### config.mk
export PLATFORM = sky130hd
export DESIGN_NAME = dp_seq_core
export DESIGN_NICKNAME = d
export VERILOG_FILES = /design/src/rtl/dp_pkg.sv /design/src/rtl/dp_regfile.sv /design/src/rtl/dp_seq_core.sv
export SDC_FILE = /design/constraint.sdc
export NUM_CORES = 1
export LEC_CHECK = 0
export ABC_AREA = 0
export BUFFER_PORTS_ARGS = -buffer_cell sky130_fd_sc_hd__buf_2
export CAP_MARGIN = 20
export CORE_MARGIN = 2
export CORE_UTILIZATION = 60
export CTS_CLUSTER_DIAMETER = 40
export DETAILED_ROUTE_END_ITERATION = 7
export GPL_TIMING_DRIVEN = 0
export PLACE_DENSITY_LB_ADDON = 0.25
export SYNTH_ARGS = -nofsm -noshare
export SYNTH_HDL_FRONTEND = slang
export SYNTH_SLANG_ARGS = --single-unit
### constraint.sdc
create_clock -name clk -period 5.92 [get_ports clk]
set_input_delay 0.592 -clock clk [delete_from_list [all_inputs] [get_ports clk]]
set_output_delay 0.592 -clock clk [all_outputs]
set_load 0.005 [all_outputs]
### src/rtl/dp_pkg.sv
// Shared encodings for the sequenced datapath core: command field enums and FSM states.
package dp_pkg;

  typedef enum logic [1:0] {
    ALU_ADD = 2'b00,
    ALU_SUB = 2'b01,
    ALU_AND = 2'b10,
    ALU_NOTB = 2'b11
  } aluop_e;

  typedef enum logic [1:0] {
    SH_NONE = 2'b00,
    SH_LSL1 = 2'b01,
    SH_LSR1 = 2'b10,
    SH_ASR1 = 2'b11
  } shift_e;

  typedef enum logic [1:0] {
    VS_C   = 2'b00,
    VS_PC  = 2'b01,
    VS_IMM = 2'b10,
    VS_MEM = 2'b11
  } vsel_e;

  typedef enum logic [2:0] {
    IDLE = 3'd0,
    RDA  = 3'd1,
    RDB  = 3'd2,
    EXEC = 3'd3,
    WB   = 3'd4
  } state_e;

endpackage

### src/rtl/dp_regfile.sv
// NREGS x WIDTH register file: one synchronous write port, one combinational read port.
module dp_regfile #(
  parameter  int WIDTH = 16,
  parameter  int NREGS = 8,
  localparam int RAW   = $clog2(NREGS)
) (
  input  logic             clk,
  input  logic             reset,
  input  logic             we,
  input  logic [RAW-1:0]   waddr,
  input  logic [WIDTH-1:0] wdata,
  input  logic [RAW-1:0]   raddr,
  output logic [WIDTH-1:0] rdata
);

  logic [NREGS-1:0][WIDTH-1:0] regs;

  always_ff @(posedge clk) begin
    if (reset)   regs <= '0;
    else if (we) regs[waddr] <= wdata;
  end

  assign rdata = regs[raddr];

endmodule

### src/rtl/dp_seq_core.sv
// Multi-cycle datapath: one accepted command runs RDA/RDB/EXEC/WB (or a direct WB).
// Optional DP_SAT_EN: ADD/SUB saturate to signed max/min on overflow.
module dp_seq_core
  import dp_pkg::*;
#(
  parameter  int WIDTH = 16,
  parameter  int NREGS = 8,
  parameter  int PCW   = 8,
  localparam int RAW   = $clog2(NREGS)
) (
  input  logic             clk,
  input  logic             reset,
  input  logic             cmd_valid,
  output logic             cmd_ready,
  input  logic [RAW-1:0]   cmd_rn,
  input  logic [RAW-1:0]   cmd_rm,
  input  logic [RAW-1:0]   cmd_rd,
  input  logic [1:0]       cmd_shift,
  input  logic [1:0]       cmd_aluop,
  input  logic             cmd_asel,
  input  logic             cmd_bsel,
  input  logic [1:0]       cmd_vsel,
  input  logic             cmd_wb,
  input  logic             cmd_loads,
  input  logic [WIDTH-1:0] cmd_imm8,
  input  logic [WIDTH-1:0] cmd_imm5,
  input  logic [WIDTH-1:0] mdata,
  input  logic [PCW-1:0]   pc,
  output logic             done,
  output logic [WIDTH-1:0] out,
  output logic             N,
  output logic             V,
  output logic             Z
);

  state_e state_q, state_d;

  logic [RAW-1:0]   rn_q, rm_q, rd_q;
  shift_e           sh_q;
  aluop_e           op_q;
  vsel_e            vsel_q;
  logic             asel_q, bsel_q, wb_q, loads_q;
  logic [WIDTH-1:0] imm8_q, imm5_q;
  logic [WIDTH-1:0] a_q, b_q, c_q;
  logic             n_q, v_q, z_q;

  logic [RAW-1:0]   rf_raddr;
  logic [WIDTH-1:0] rf_rdata, wb_data;
  logic             rf_we;

  logic [WIDTH-1:0] a_op, b_sh, b_op, sum, diff, alu_y;
  logic             alu_v;

  // FSM
  always_comb begin
    state_d = state_q;
    case (state_q)
      IDLE: if (cmd_valid) state_d = (vsel_e'(cmd_vsel) == VS_C) ? RDA : WB;
      RDA:  state_d = RDB;
      RDB:  state_d = EXEC;
      EXEC: state_d = WB;
      WB:   state_d = IDLE;
      default: state_d = IDLE;
    endcase
  end

  assign cmd_ready = (state_q == IDLE);
  // Reset aborts the WB cycle too, so the pulse is masked by the reset it loses to.
  assign done      = (state_q == WB) && !reset;

  // Single read port is time-shared: rn in RDA, rm in RDB.
  assign rf_raddr = (state_q == RDB) ? rm_q : rn_q;

  always_comb begin
    b_sh = b_q;
    case (sh_q)
      SH_NONE: b_sh = b_q;
      SH_LSL1: b_sh = {b_q[WIDTH-2:0], 1'b0};
      SH_LSR1: b_sh = {1'b0, b_q[WIDTH-1:1]};
      SH_ASR1: b_sh = {b_q[WIDTH-1], b_q[WIDTH-1:1]};
      default: b_sh = b_q;
    endcase
  end

  assign a_op = asel_q ? '0 : a_q;
  assign b_op = bsel_q ? imm5_q : b_sh;
  assign sum  = a_op + b_op;
  assign diff = a_op - b_op;

  always_comb begin
    alu_y = sum;
    alu_v = 1'b0;
    case (op_q)
      ALU_ADD: begin
        alu_y = sum;
        alu_v = (a_op[WIDTH-1] == b_op[WIDTH-1]) && (sum[WIDTH-1] != a_op[WIDTH-1]);
      end
      ALU_SUB: begin
        alu_y = diff;
        alu_v = (a_op[WIDTH-1] != b_op[WIDTH-1]) && (diff[WIDTH-1] != a_op[WIDTH-1]);
      end
      ALU_AND:  alu_y = a_op & b_op;
      ALU_NOTB: alu_y = ~b_op;
      default:  alu_y = sum;
    endcase
`ifdef DP_SAT_EN
    // Overflow always pushes past the limit on A's side of zero.
    if (alu_v)
      alu_y = a_op[WIDTH-1] ? {1'b1, {(WIDTH-1){1'b0}}} : {1'b0, {(WIDTH-1){1'b1}}};
`endif
  end

  always_comb begin
    wb_data = c_q;
    case (vsel_q)
      VS_C:    wb_data = c_q;
      VS_PC:   wb_data = WIDTH'(pc);
      VS_IMM:  wb_data = imm8_q;
      VS_MEM:  wb_data = mdata;
      default: wb_data = c_q;
    endcase
  end

  assign rf_we = (state_q == WB) && wb_q;

  dp_regfile #(.WIDTH(WIDTH), .NREGS(NREGS)) u_rf (
    .clk   (clk),
    .reset (reset),
    .we    (rf_we),
    .waddr (rd_q),
    .wdata (wb_data),
    .raddr (rf_raddr),
    .rdata (rf_rdata)
  );

  always_ff @(posedge clk) begin
    if (reset) begin
      state_q <= IDLE;
      rn_q    <= '0;
      rm_q    <= '0;
      rd_q    <= '0;
      sh_q    <= SH_NONE;
      op_q    <= ALU_ADD;
      vsel_q  <= VS_C;
      asel_q  <= 1'b0;
      bsel_q  <= 1'b0;
      wb_q    <= 1'b0;
      loads_q <= 1'b0;
      imm8_q  <= '0;
      imm5_q  <= '0;
      a_q     <= '0;
      b_q     <= '0;
      c_q     <= '0;
      n_q     <= 1'b0;
      v_q     <= 1'b0;
      z_q     <= 1'b0;
    end else begin
      state_q <= state_d;
      if (state_q == IDLE && cmd_valid) begin
        rn_q    <= cmd_rn;
        rm_q    <= cmd_rm;
        rd_q    <= cmd_rd;
        sh_q    <= shift_e'(cmd_shift);
        op_q    <= aluop_e'(cmd_aluop);
        vsel_q  <= vsel_e'(cmd_vsel);
        asel_q  <= cmd_asel;
        bsel_q  <= cmd_bsel;
        wb_q    <= cmd_wb;
        loads_q <= cmd_loads;
        imm8_q  <= cmd_imm8;
        imm5_q  <= cmd_imm5;
      end
      if (state_q == RDA) a_q <= rf_rdata;
      if (state_q == RDB) b_q <= rf_rdata;
      if (state_q == EXEC) begin
        c_q <= alu_y;
        if (loads_q) begin
          n_q <= alu_y[WIDTH-1];
          v_q <= alu_v;
          z_q <= (alu_y == '0);
        end
      end
    end
  end

  assign out = c_q;
  assign N   = n_q;
  assign V   = v_q;
  assign Z   = z_q;

endmodule

==> results of run 1 <==
-- cell families after synthesis --
family                     count (synthesis)  synth area share, %
muxes                                    118                 14.4
xor gates and xnor gates                  15                 1.12
AOI/OAI and AO/OA                        331                 18.4
buffers and inverters                    139                 4.59
DFF                                      233                 39.6
and+or+nand+nor                          508                 18.3
adders and majority gates                 33                 3.63
-- stage by stage --
stage,instance area (um2),std cells
after global routing,13600,1792
final,13600,1792
after floorplan,11800,1377
after CTS,13600,1791
after global placement,12600,1739
after detailed placement,12600,1740
-- tightest hold or removal path: stages --
cell and delay, ns:
buf_2 0.09, nand2_1 0.05, a21oi_1 0.05
-- flip-flops by register name, indices dropped and copies added, names as in the netlist --
signal and flops:
V 1, imm5_q 16, rm_q 3, imm8_q 16
u_rf.regs 128, b_q 16, state_q 3, wb_q 1
loads_q 1, vsel_q 2, a_q 16, rn_q 3
bsel_q 1, sh_q 2, Z 1, op_q 2
rd_q 3, out 16, N 1, asel_q 1
-- final timing paths --
kind | start | to | slack (ns) | cells past startpoint
worst min register to register | u_rf.regs[116] | u_rf.regs[116] | 0.45 | 2
worst min-delay path | cmd_imm8[11] | imm8_q[11] | 0.29 | 3
worst max register to register | bsel_q | Z | 1.46 | 14
worst max-delay path | bsel_q | Z | 1.46 | 14
-- cells in the mapped netlist (3+ instances only) --
cell	number	area [um2]
nand3b_1	4	30.0
mux4_2	40	901
o21bai_1	5	37.5
nor3_1	15	75.1
a21oi_1	138	691
buf_1	6	22.5
o21ai_0	17	85.1
o21ai_1	7	35.0
buf_2	9	45.0
a221o_1	5	50.1
nor3b_1	8	60.1
and3_1	5	31.3
nor2b_1	23	144
xnor2_1	12	105
a221oi_1	3	26.3
mux2_2	3	33.8
nand3_1	6	30.0
a31oi_1	3	18.8
ha_1	31	388
o211ai_1	7	52.6
dfxtp_1	233	4660
mux2i_1	72	721
nand2_1	238	893
a211oi_1	110	826
clkbuf_1	89	334
nand4_1	3	18.8
inv_1	33	124
or3_1	4	25.0
xor2_1	3	26.3
nand2b_1	10	62.6
a21o_1	4	30.0
o21a_1	4	30.0
nor4_1	5	31.3
o22ai_1	3	18.8
nor2_1	176	661
-- power by group --
group / leakage (nW) / switching, W / internal (W) / total [W]
Sequential: 1.89 / 0.0000328 / 0.00161 / 0.00164
Clock: 0.481 / 0.000713 / 0.00110 / 0.00181
Combinational: 2.72 / 0.000403 / 0.000234 / 0.000637
Total: 5.09 / 0.00115 / 0.00294 / 0.00409
-- per-layer routing --
layer	GRT usage (%)	routed length [um]	up-vias
li1	-	-	5117
met1	42.9	14200	5239
met2	57.4	17400	517
met3	5.40	2870	110
met4	17.6	1760	2
met5	2.26	54	-
-- cell type report --
type                            count  area share [%]
Timing Repair Buffer               99            3.66
Sequential cell                   233            34.3
Tap cell                          265            2.44
Inverter                           34           0.939
Clock inverter                     18            1.71
Clock buffer                       33            5.52
Buffer                            105            3.04
Multi-Input combinational cell   1005            48.4
==> results by stage, run 1 <==
Worst setup path:
- Walking the worst path, the cells encountered are clkbuf_1 -> nor2_1 -> a21oi_1 -> inv_1 -> ha_1 -> o311ai_1 -> a2111oi_2 -> o41ai_1 -> xnor2_1 -> mux2i_1 -> nor4_2 -> nand4_1 -> a2111o_1 -> o31ai_1.
- The largest driver fanout on the critical path is 10.
- The worst setup path is captured at a register.
- The largest single stage delay on the critical path is between 0.4 and 0.5 ns.
- For the worst setup path, the data required time is between 6 and 7 ns.
- By startpoint and endpoint, the worst setup path is classified as register to register.
- The cell family with the largest share of critical-path delay is compound AO/OA/AOI/OAI gates.
- The worst setup path is launched from a register.
- Among all stages on the critical path, the largest delay is contributed by clkbuf_1.
- The critical path contains buffers and inverters numbering 2 combined.
- For the worst setup path, the data arrival time is slightly below 5 ns.

Detailed routing:
- The total vias in the final route is 11,000.
- The routed length per placed instance is about 20 um.
- The number of remaining DRC errors is 0.
- The via density per instance is around 6.
- In this run the remaining antenna-violating nets after routing total 0.
- Wires add up to 36.3 mm.
- The number of optimization iterations in the first detailed-route pass is 5.
- The number of violations reported at the end of detailed-routing iteration 0 is between 1,000 and 1,500.

Layout:
- Compared with the post-synthesis result, the final layout area differs by 15.4%.
- The share of final-layout standard cells stronger than drive strength 1 is 13.8%.
- The post-route core utilization is 70.3%.
- The library cells used most frequently in the layout, excluding fill and tap cells, are 238 x nand2_1, 233 x dfxtp_1, 176 x nor2_1.
- The combined area of the multi-input logic cells is about 6600 um2.
- After filler insertion, the fill cell instance count of the layout stands at ~1,500.
- The library cell used most frequently in the layout, excluding fill and tap cells, is nand2_1.
- Summing all flip-flop and latch instances after layout gives around 4700 um2.
- The number of antenna diodes in the final layout is 0.
- For this run, the post-layout net count is about 1,600.

Logic synthesis:
- The count of synthesis-stage warnings from yosys is 0.
- The synthesized design contains 0 enable-type register cells.
- The sequential share of the synthesized area is between 30% and 40%.
- Counting flops with an async set or reset pin after synthesis yields a share of 0%.
- In the synthesized netlist, the number of instances is between 1,000 and 1,500.
- In this run, distinct cell masters in the synthesized netlist total 67.
- The post-synthesis sequential element count is about 230.
- The average instance in the mapped netlist occupies 8.55 um2.
- Among all flip-flop cells after synthesis, the most frequent one is dfxtp_1.
- The post-synthesis instance area is 11,800 um2.
- The net count after synthesis is about 1,500.

CTS:
- The buffer count from post-CTS setup fixing is 0.
- The post-CTS clock slew at the launch and capture registers of the worst setup and hold paths is around 0.060 ns.
- Buffers inserted during clock tree synthesis total 28.
- After clock tree synthesis, the repair step resized 0 gates.
- The cell at the root of the clock tree is clkbuf_16.
- Buffers inserted to repair hold after CTS numbered 0.
- The count of clock tree sinks is between 200 and 250.
- The TritonCTS clock tree is done.
- The largest buffer count on any clock path is 3.
- The clock reaches the later pin of the worst-skew pair after between 0.5 and 0.6 ns.
- CTS built an H-tree with a depth of 1.

Placed design:
- The number of I/O port buffers is 97.
- OpenSTA, run right after detailed placement, puts the worst setup slack at roughly 1.6 ns.
- The final estimated routing congestion in global placement is 0.924.
- The half-perimeter wire length after detailed placement is 26.9 mm.

Timing:
- Across all hold checks on the routed design, the worst slack comes to 0.286 ns.
- The post-route clock skew is around 0.018 ns.
- Across all setup checks in the final design, the least slack found is 1.46 ns.
- The final cycle utilization of the critical path is between 70% and 80%.
- The final hold violation count is 0.
- The final number of max-transition violations is 0.
- The actual slew at the worst max-slew pin is about 1.1 ns.
- Timing would allow up to around 220 MHz.
- The remaining max-slew budget at the tightest pin is 25.9%.
- In the final timing run, aggregate negative setup slack is 0 ns.
- The final critical path time including I/O delays and setup is around 4.5 ns.
- Setup repair after global routing left no endpoint under its margin.
- Setup violations remaining at the end of the flow were counted as 0.

Flow run:
- The reported max-cap violation count is 0.

Die:
- In this run the core area contains 51 standard-cell rows.
- The die area is approximately 21,000 um2.
- The die outline width is about 140 um.
- The initial utilization of the core area, before any placement, comes to roughly three fifths.
- The number of placed I/O pins is ~100.
- The area of the core is just under 20,000 um2.
- The overall die height is ~140 um.

Global route:
- The number of antenna violations at the first check in global routing is 0.
- The global-route total usage across every layer is 34.3%.
- Entering global routing, the biggest net connects 15 pins.
- The first global-routing pass estimated 55.0 mm of wire.
- The leftover overflow at the end of global routing is 0.
- The number of global-route vias before repair is just over 10,000.

Status:
- The flow ran to the end, and the final reports show no timing, DRC or antenna violations.

Hold path:
- The tightest min-delay check is of the primary input to register type.

Pwr:
- The static leakage is just over 5 nW.
- In this run the power density over the cells is approximately 300 nW/um2.
- The worst-case IR drop observed on VDD is between 0.0002 and 0.00025 V.
- The total power is approximately 0.0041 W.
Power figures use the tool's default switching activity.
==> run 2, diff against run 1 <==
--- a/config.mk
+++ b/config.mk
@@ -9,7 +9,7 @@
 export BUFFER_PORTS_ARGS = -buffer_cell sky130_fd_sc_hd__buf_2
 export CAP_MARGIN = 20
 export CORE_MARGIN = 2
-export CORE_UTILIZATION = 60
+export CORE_UTILIZATION = 54
 export CTS_CLUSTER_DIAMETER = 40
 export DETAILED_ROUTE_END_ITERATION = 7
 export GPL_TIMING_DRIVEN = 0
==> constraint.sdc (replaced) <==
create_clock -name clk -period 4.1 [get_ports clk]
set_input_delay 0.41 -clock clk [delete_from_list [all_inputs] [get_ports clk]]
set_output_delay 0.41 -clock clk [all_outputs]
set_load 0.005 [all_outputs]
==> results by stage, run 2 (synthesis results as in run 1) <==
Layout:
- The top cell types in the final layout, fill and taps aside, are 238 x nand2_1, 233 x dfxtp_1, 176 x nor2_1.
- The largest register by flop count is u_rf.regs.
- For this run, the post-layout net count is between 1,500 and 2,000.
- The share of final-layout standard cells stronger than drive strength 1 is approximately 15%.
- The relative area change from synthesis to final layout is 17.3%.
- The register with the most flip-flops in the layout has around 130 of them.
- The number of standard cells in the final layout excluding fillers is 1,814.
- For this run, the share of the core covered by cells in the final layout is a little under two thirds.
- Leaving out fill and tap cells, the most frequent cell in the layout is nand2_1.

Pwr:
- The clock power share is 45.6%.
- The analysis attributes to net switching a power of 0.00170 W.
- The worst IR drop on VDD is about 0.00037 V.
- In this run the static leakage power is 5.16 nW.
- The relative contribution of combinational cells to total power is between 10% and 20%.
- The switching share of total power is between 20% and 30%.
- The power density relative to cell area is about 440 nW/um2.
- The part of the power in registers is between 30% and 40%.
- The internal cell power is 0.00441 W.

Global route:
- Entering global routing, the biggest net connects 15 pins.
- The global-route total usage across every layer is approximately a third.
- The number of global-route vias before repair is 10,300.
- The number of antenna violations at the first check in global routing is 2.
- The first-pass GRT wire length is between 50 and 60 mm.
- Summed over all layers, the global routing overflow is 0.

Die:
- For this configuration, the core starts out at a cell density of between 50% and 60%.
- The overall die height is between 150 and 200 um.
- The die covers approximately 23,000 um2.
- In this run the standard cell core region covers 21,600 um2.
- The number of placed I/O pins is 99.
- The site row count is 54.
- In this run the horizontal extent of the chip is around 150 um.

Worst setup path:
- The kind of start point of the critical path is a register.
- The data required time of the critical path is roughly 4.6 ns.
- The critical path arrival is 4.42 ns.
- Of all nets on the critical path, the largest fanout is 10.
- The critical path is of the register to register type.
- The worst register-to-register path begins at sh_q[0].
- The worst setup path startpoint is sh_q[0].
- The sort of element at the end of the critical path is a register.

CTS:
- The cell at the root of the clock tree is clkbuf_16.
- Clock latency on the worst-skew pair, taken at its later pin, is 0.55 ns.
- For this design, the CTS-stage hold fixing added 0 buffers.
- The H-tree level count is 1.
- The post-CTS clock slew at the launch and capture registers of the worst setup and hold paths is roughly 0.06 ns.
- Counting along the longest clock path gives a buffer depth of 3.
- The number of clock buffers added by TritonCTS is 31.
- TritonCTS built the clock tree.
- Clock tree synthesis found a total of roughly 230 sinks.

Detailed routing:
- The routed length per placed instance is between 20 and 25 um.
- Detailed routing placed a total of 17.7 mm of wire on met2.
- Once detail routing completed, the nets flagged for antenna violations numbered 0.
- The met1 wire length is 15.0 mm.
- The first TritonRoute pass finished after 5 iterations.
- In the detailed route, the total length drawn on met3 is around 2.6 mm.
- The total vias in the final route is ~11,000.
- For this run, design rule violations remaining after detail routing come to 0.
- The number of violations reported at the end of detailed-routing iteration 0 is about 740.
- Wires add up to between 30 and 40 mm.
- The top metal layer carrying routed signals is met4.
- After detailed routing, the number of vias per cell comes to 5.98.

Hold path:
- The startpoint of the most critical hold path is cmd_imm8[2].
- The path type of the worst min-delay path is primary input to register.

Timing:
- The final hold violation count is 0.
- The final number of setup-violating endpoints is 0.
- The actual slew at the worst max-slew pin is around 1.1 ns.
- The achievable clock frequency is between 200 and 300 MHz.
- The post-route clock skew is ~0.016 ns.
- The final cycle utilization of the critical path is between 90% and 100%.
- The final number of max-transition violations is 0.
- After layout, the minimum clock period comes to around 4 ns.
- The final worst slack is 0.139 ns.
- The remaining max-slew budget at the tightest pin is between 20 and 30%.

Placed design:
- The number of placed cells counting well taps is ~1,800.
- The pre-CTS worst setup slack is -0.385 ns.
- The final estimated routing congestion in global placement is roughly 0.92.
- Port buffering added 97 buffers.
- The half-perimeter wire length after detailed placement is about 27 mm.

Flow run:
- Max-cap violations in this run came to 0.

Status:
- The run finished with clean final reports.
run 2: worst paths after layout:
path	to	slack, ns	cells after the start
worst max register to register	Z	0.14	16
worst min-delay path	imm8_q[2]	0.10	3
worst min register to register	u_rf.regs[2]	0.45	2
worst max-delay path	Z	0.14	16
run 2: cell type report:
cell class	count	area, um2
Clock buffer	36	835
Multi-Input combinational cell	1005	6660
Buffer	102	410
Antenna cell	1	2.50
Inverter	34	128
Sequential cell	233	4660
Clock inverter	20	248
Fill cell	1842	7800
Tap cell	280	350
Timing Repair Buffer	103	526
run 2: timing repair:
item / 4_1_cts / 5_1_grt
setup endpoints to repair: 4 / 7
buffers inserted: 0 / 4
pin swaps: 0 / 3
resized for setup: 6 / 17
run 2: power groups by stage:
stage / registers [W] / clock network [W] / logic (W)
2_1_floorplan: 0.00240 / 0 / 0.000640
3_3_place_gp: 0.00242 / 0 / 0.000887
3_5_place_dp: 0.00242 / 0 / 0.000901
4_1_cts: 0.00237 / 0.00279 / 0.000910
5_1_grt: 0.00238 / 0.00288 / 0.00103
6_report: 0.00238 / 0.00278 / 0.000953
run 2: per-layer routing:
metal  GRT usage, %  vias up
li1               -     5130
met4           14.1        0
met3           4.82      101
met5              0        -
met2           53.4      414
met1           40.8     5207
run 2: worst max-delay path, stage by stage, from the launching register on:
cell	delay (ns)
dfxtp_1	0.32
buf_6	0.16
mux2i_1	0.22
o21ai_1	0.09
mux2i_1	0.28
inv_1	0.08
ha_1	0.41
inv_1	0.12
a211oi_1	0.25
nor3_1	0.09
a221o_1	0.39
nor4b_4	0.33
nand4b_1	0.24
nor4_2	0.20
nand4_1	0.11
a2111o_1	0.37
o31ai_1	0.21
run 2: stage by stage:
stage                     cell area [um2]  hold slack [ns]  TNS, ns  total power, W
after global placement              12600            0.439   -0.332         0.00331
after detailed placement            12600            0.445   -0.548         0.00332
after floorplan                     11800            0.431        0         0.00304
final                               13800            0.105        0         0.00611
after CTS                           13700           0.0945        0         0.00608
after global routing                13800            0.113  -0.0110         0.00629
==> run 3, diff against run 2 <==
--- a/config.mk
+++ b/config.mk
@@ -8,11 +8,14 @@
 export ABC_AREA = 0
 export BUFFER_PORTS_ARGS = -buffer_cell sky130_fd_sc_hd__buf_2
 export CAP_MARGIN = 20
+export CELL_PAD_IN_SITES_DETAIL_PLACEMENT = 2
+export CELL_PAD_IN_SITES_GLOBAL_PLACEMENT = 2
 export CORE_MARGIN = 2
-export CORE_UTILIZATION = 54
+export CORE_UTILIZATION = 33
 export CTS_CLUSTER_DIAMETER = 40
 export DETAILED_ROUTE_END_ITERATION = 7
 export GPL_TIMING_DRIVEN = 0
+export MAX_ROUTING_LAYER = met4
 export PLACE_DENSITY_LB_ADDON = 0.25
 export SYNTH_ARGS = -nofsm -noshare
 export SYNTH_HDL_FRONTEND = slang
==> results by stage, run 3 (synthesis results as in run 1) <==
Status:
- The run finished with clean final reports.

Timing:
- The worst path meets setup with around 0.11 ns of slack.
- At the pin with the least slew margin, the transition time is 1.12 ns.
- The final hold violation count is 0.
- Across all hold checks on the routed design, the worst slack comes to ~0.14 ns.
- Setup repair after global routing could not meet its margin everywhere.
- The final critical path takes up a little over nine tenths of the cycle.
- The final number of max-transition violations is 0.
- The final critical path time including I/O delays and setup is between 3 and 4 ns.
- Across the routed clock network, the largest skew measured is ~0.015 ns.
- Setup violations remaining at the end of the flow were counted as 0.
- The worst pin sits at a relative slew slack of roughly 25%.
- The achievable clock frequency is 250 MHz.

Worst setup path:
- STA classifies the critical path startpoint as a register.
- The worst register-to-register path has a setup slack of approximately 0.11 ns.
- The sort of element at the end of the critical path is a register.
- The setup path with the least slack is of type register to register.
- The data required time of the critical path is around 4.5 ns.
- Along the worst path, the maximum fanout reaches 10.
- At the worst endpoint, the arrival time is ~4.4 ns.

Layout:
- The library cells used most frequently in the layout, excluding fill and tap cells, are 238 x nand2_1, 232 x dfxtp_1, 176 x nor2_1.
- Cells with a size suffix above 1 make up 16.9% of the layout.
- The number of flip-flops in the largest register is ~130.
- The commonest non-fill, non-tap cell in the layout is nand2_1.
- The antenna diode count is 0.
- In the final design database the tool counted between 1,500 and 2,000 nets.
- More flip-flops sit in one register than any other, and that register is u_rf.regs.
- The relative area change from synthesis to final layout is 22.5%.
- Once layout is done, the placed cells without fillers occupy about 14,000 um2.

Global route:
- The leftover overflow at the end of global routing is 0.
- The global-route total usage across every layer is between 20% and 30%.
- Entering global routing, the biggest net connects 13 pins.
- The number of global-route vias before repair is roughly 12,000.
- The first-pass GRT wire length is roughly 72 mm.
- The number of antenna violations at the first check in global routing came to 0.

CTS:
- Clock-pin slew was measured on the worst setup and hold paths at roughly 0.050 ns.
- Clock tree synthesis selected as its root buffer the cell clkbuf_16.
- In this run, post-CTS hold repair placed 0 buffers.
- The count of clock tree sinks is between 200 and 250.
- The largest buffer count on any clock path is 3.
- The TritonCTS clock tree is done.
- The number of clock buffers added by TritonCTS is 40.
- The later-pin clock latency in the skew report is 0.52 ns.
- The H-tree was split into 2 levels.

Pwr:
- Total power for the finished layout comes to 0.00687 W.
- The share of total power dissipated in the clock network is about half.
- The share of total power dissipated in combinational logic is ~15%.
- Dividing total power by cell area gives a power density of 476 nW/um2.
- Sequential cells burn a little over a third of the power.
- Net switching is between 20 and 30% of the power.
- For this design the static power due to leakage is 5.36 nW.
- The net switching component of the power is roughly 0.002 W.
- VDD sags by at most about 0.00029 V.
- The internal cell power is roughly 0.0049 W.

Placed design:
- The cell area after placement is roughly 13,000 um2.
- During placement, the flow inserted port buffers numbering 97.
- The half-perimeter wire length after detailed placement is around 36 mm.
- Routability-driven placement finished with a final weighted congestion of 0.847.
- OpenSTA, run right after detailed placement, puts the worst setup slack at -0.565 ns.

Die:
- The number of placed I/O pins is between 90 and 100.
- The die outline width is 193 um.
- The area of the core is ~35,000 um2.
- The initial core utilization is between 30 and 40%.
- The die area is ~37,000 um2.
- The floorplan step set the die height to 193 um.
- The site row count is 69.

Detailed routing:
- The total vias in the final route is ~11,000.
- The number of violations reported at the end of detailed-routing iteration 0 is a little under 500.
- The via density per instance is 5.50.
- The number of remaining DRC errors is 0.
- The total length of routed wires is 48.1 mm.
- The routed length per placed instance is about 24 um.
- For this run, the detailed router's first-pass iteration total came to 5.
- In this run the remaining antenna-violating nets after routing total 0.

Flow run:
- Max-cap violations in this run came to 0.

Hold path:
- The path class of the tightest hold or removal check is primary input to register.
-- run 3: changes by cell type in the layout (fill, tap and decap cells not counted), moves of 3 or more --
cell | previous run | this run
clkbuf_16 | 31 | 41
buf_4 | 5 | 10
clkbuf_2 | 0 | 4
clkinv_2 | 2 | 5
inv_8 | 0 | 3
o21ai_1 | 9 | 6
-- run 3: what timing repair did --
item                       CTS  global route
setup buffers                0             6
gates resized for setup     14            26
pin swaps                    1             3
setup endpoints to repair   17            10
-- run 3: final cells by class --
type	instances	area (um2)
inverter	34	128
clock buffer	50	1110
multi-input combinational	1005	6720
tap	461	577
timing repair buffer	106	548
clock inverter	22	264
buffer	103	419
fill	4043	21000
sequential	233	4670
-- run 3: worst max-delay path: stages, from the launching register on --
cell	delay, ns
dfxtp_2	0.36
inv_2	0.27
o22ai_1	0.16
a21oi_2	0.23
ha_1	0.32
a21o_1	0.17
a211oi_1	0.28
o31ai_1	0.13
a221o_1	0.43
nor4b_1	0.28
nand4b_1	0.22
nor4_4	0.34
nand4_1	0.14
a2111o_1	0.37
o31ai_1	0.20
-- run 3: layer usage --
layer	GRT usage [%]	share of wire [%]	vias up
met5	-	0	-
met4	8.68	3.1	0
met3	3.44	3.1	79
met2	47.6	51	189
met1	31.3	43	5662
li1	-	-	5156
-- run 3: per-stage QoR --
stage,setup TNS [ns],instances,utilization [%]
final,0,2014,40.8
after global placement,-1.18,1935,36.3
after floorplan,0,1377,-
after global routing,-0.0784,2014,40.8
after CTS,-0.110,2009,40.4
after detailed placement,-2.13,1938,36.3
-- run 3: power by group through the flow --
stage               logic, W  registers, W  clock network [W]
global route         0.00113       0.00239            0.00359
finish               0.00104       0.00238            0.00344
detailed placement  0.000980       0.00243                  0
CTS                  0.00101       0.00238            0.00349
global placement    0.000950       0.00242                  0
floorplan           0.000640       0.00240                  0
-- run 3: final timing paths --
check	cells past startpoint	from	endpoint
min	3	cmd_imm8[12]	imm8_q[12]
max reg2reg	14	bsel_q	Z
min reg2reg	2	u_rf.regs[50]	u_rf.regs[50]
max	14	bsel_q	Z
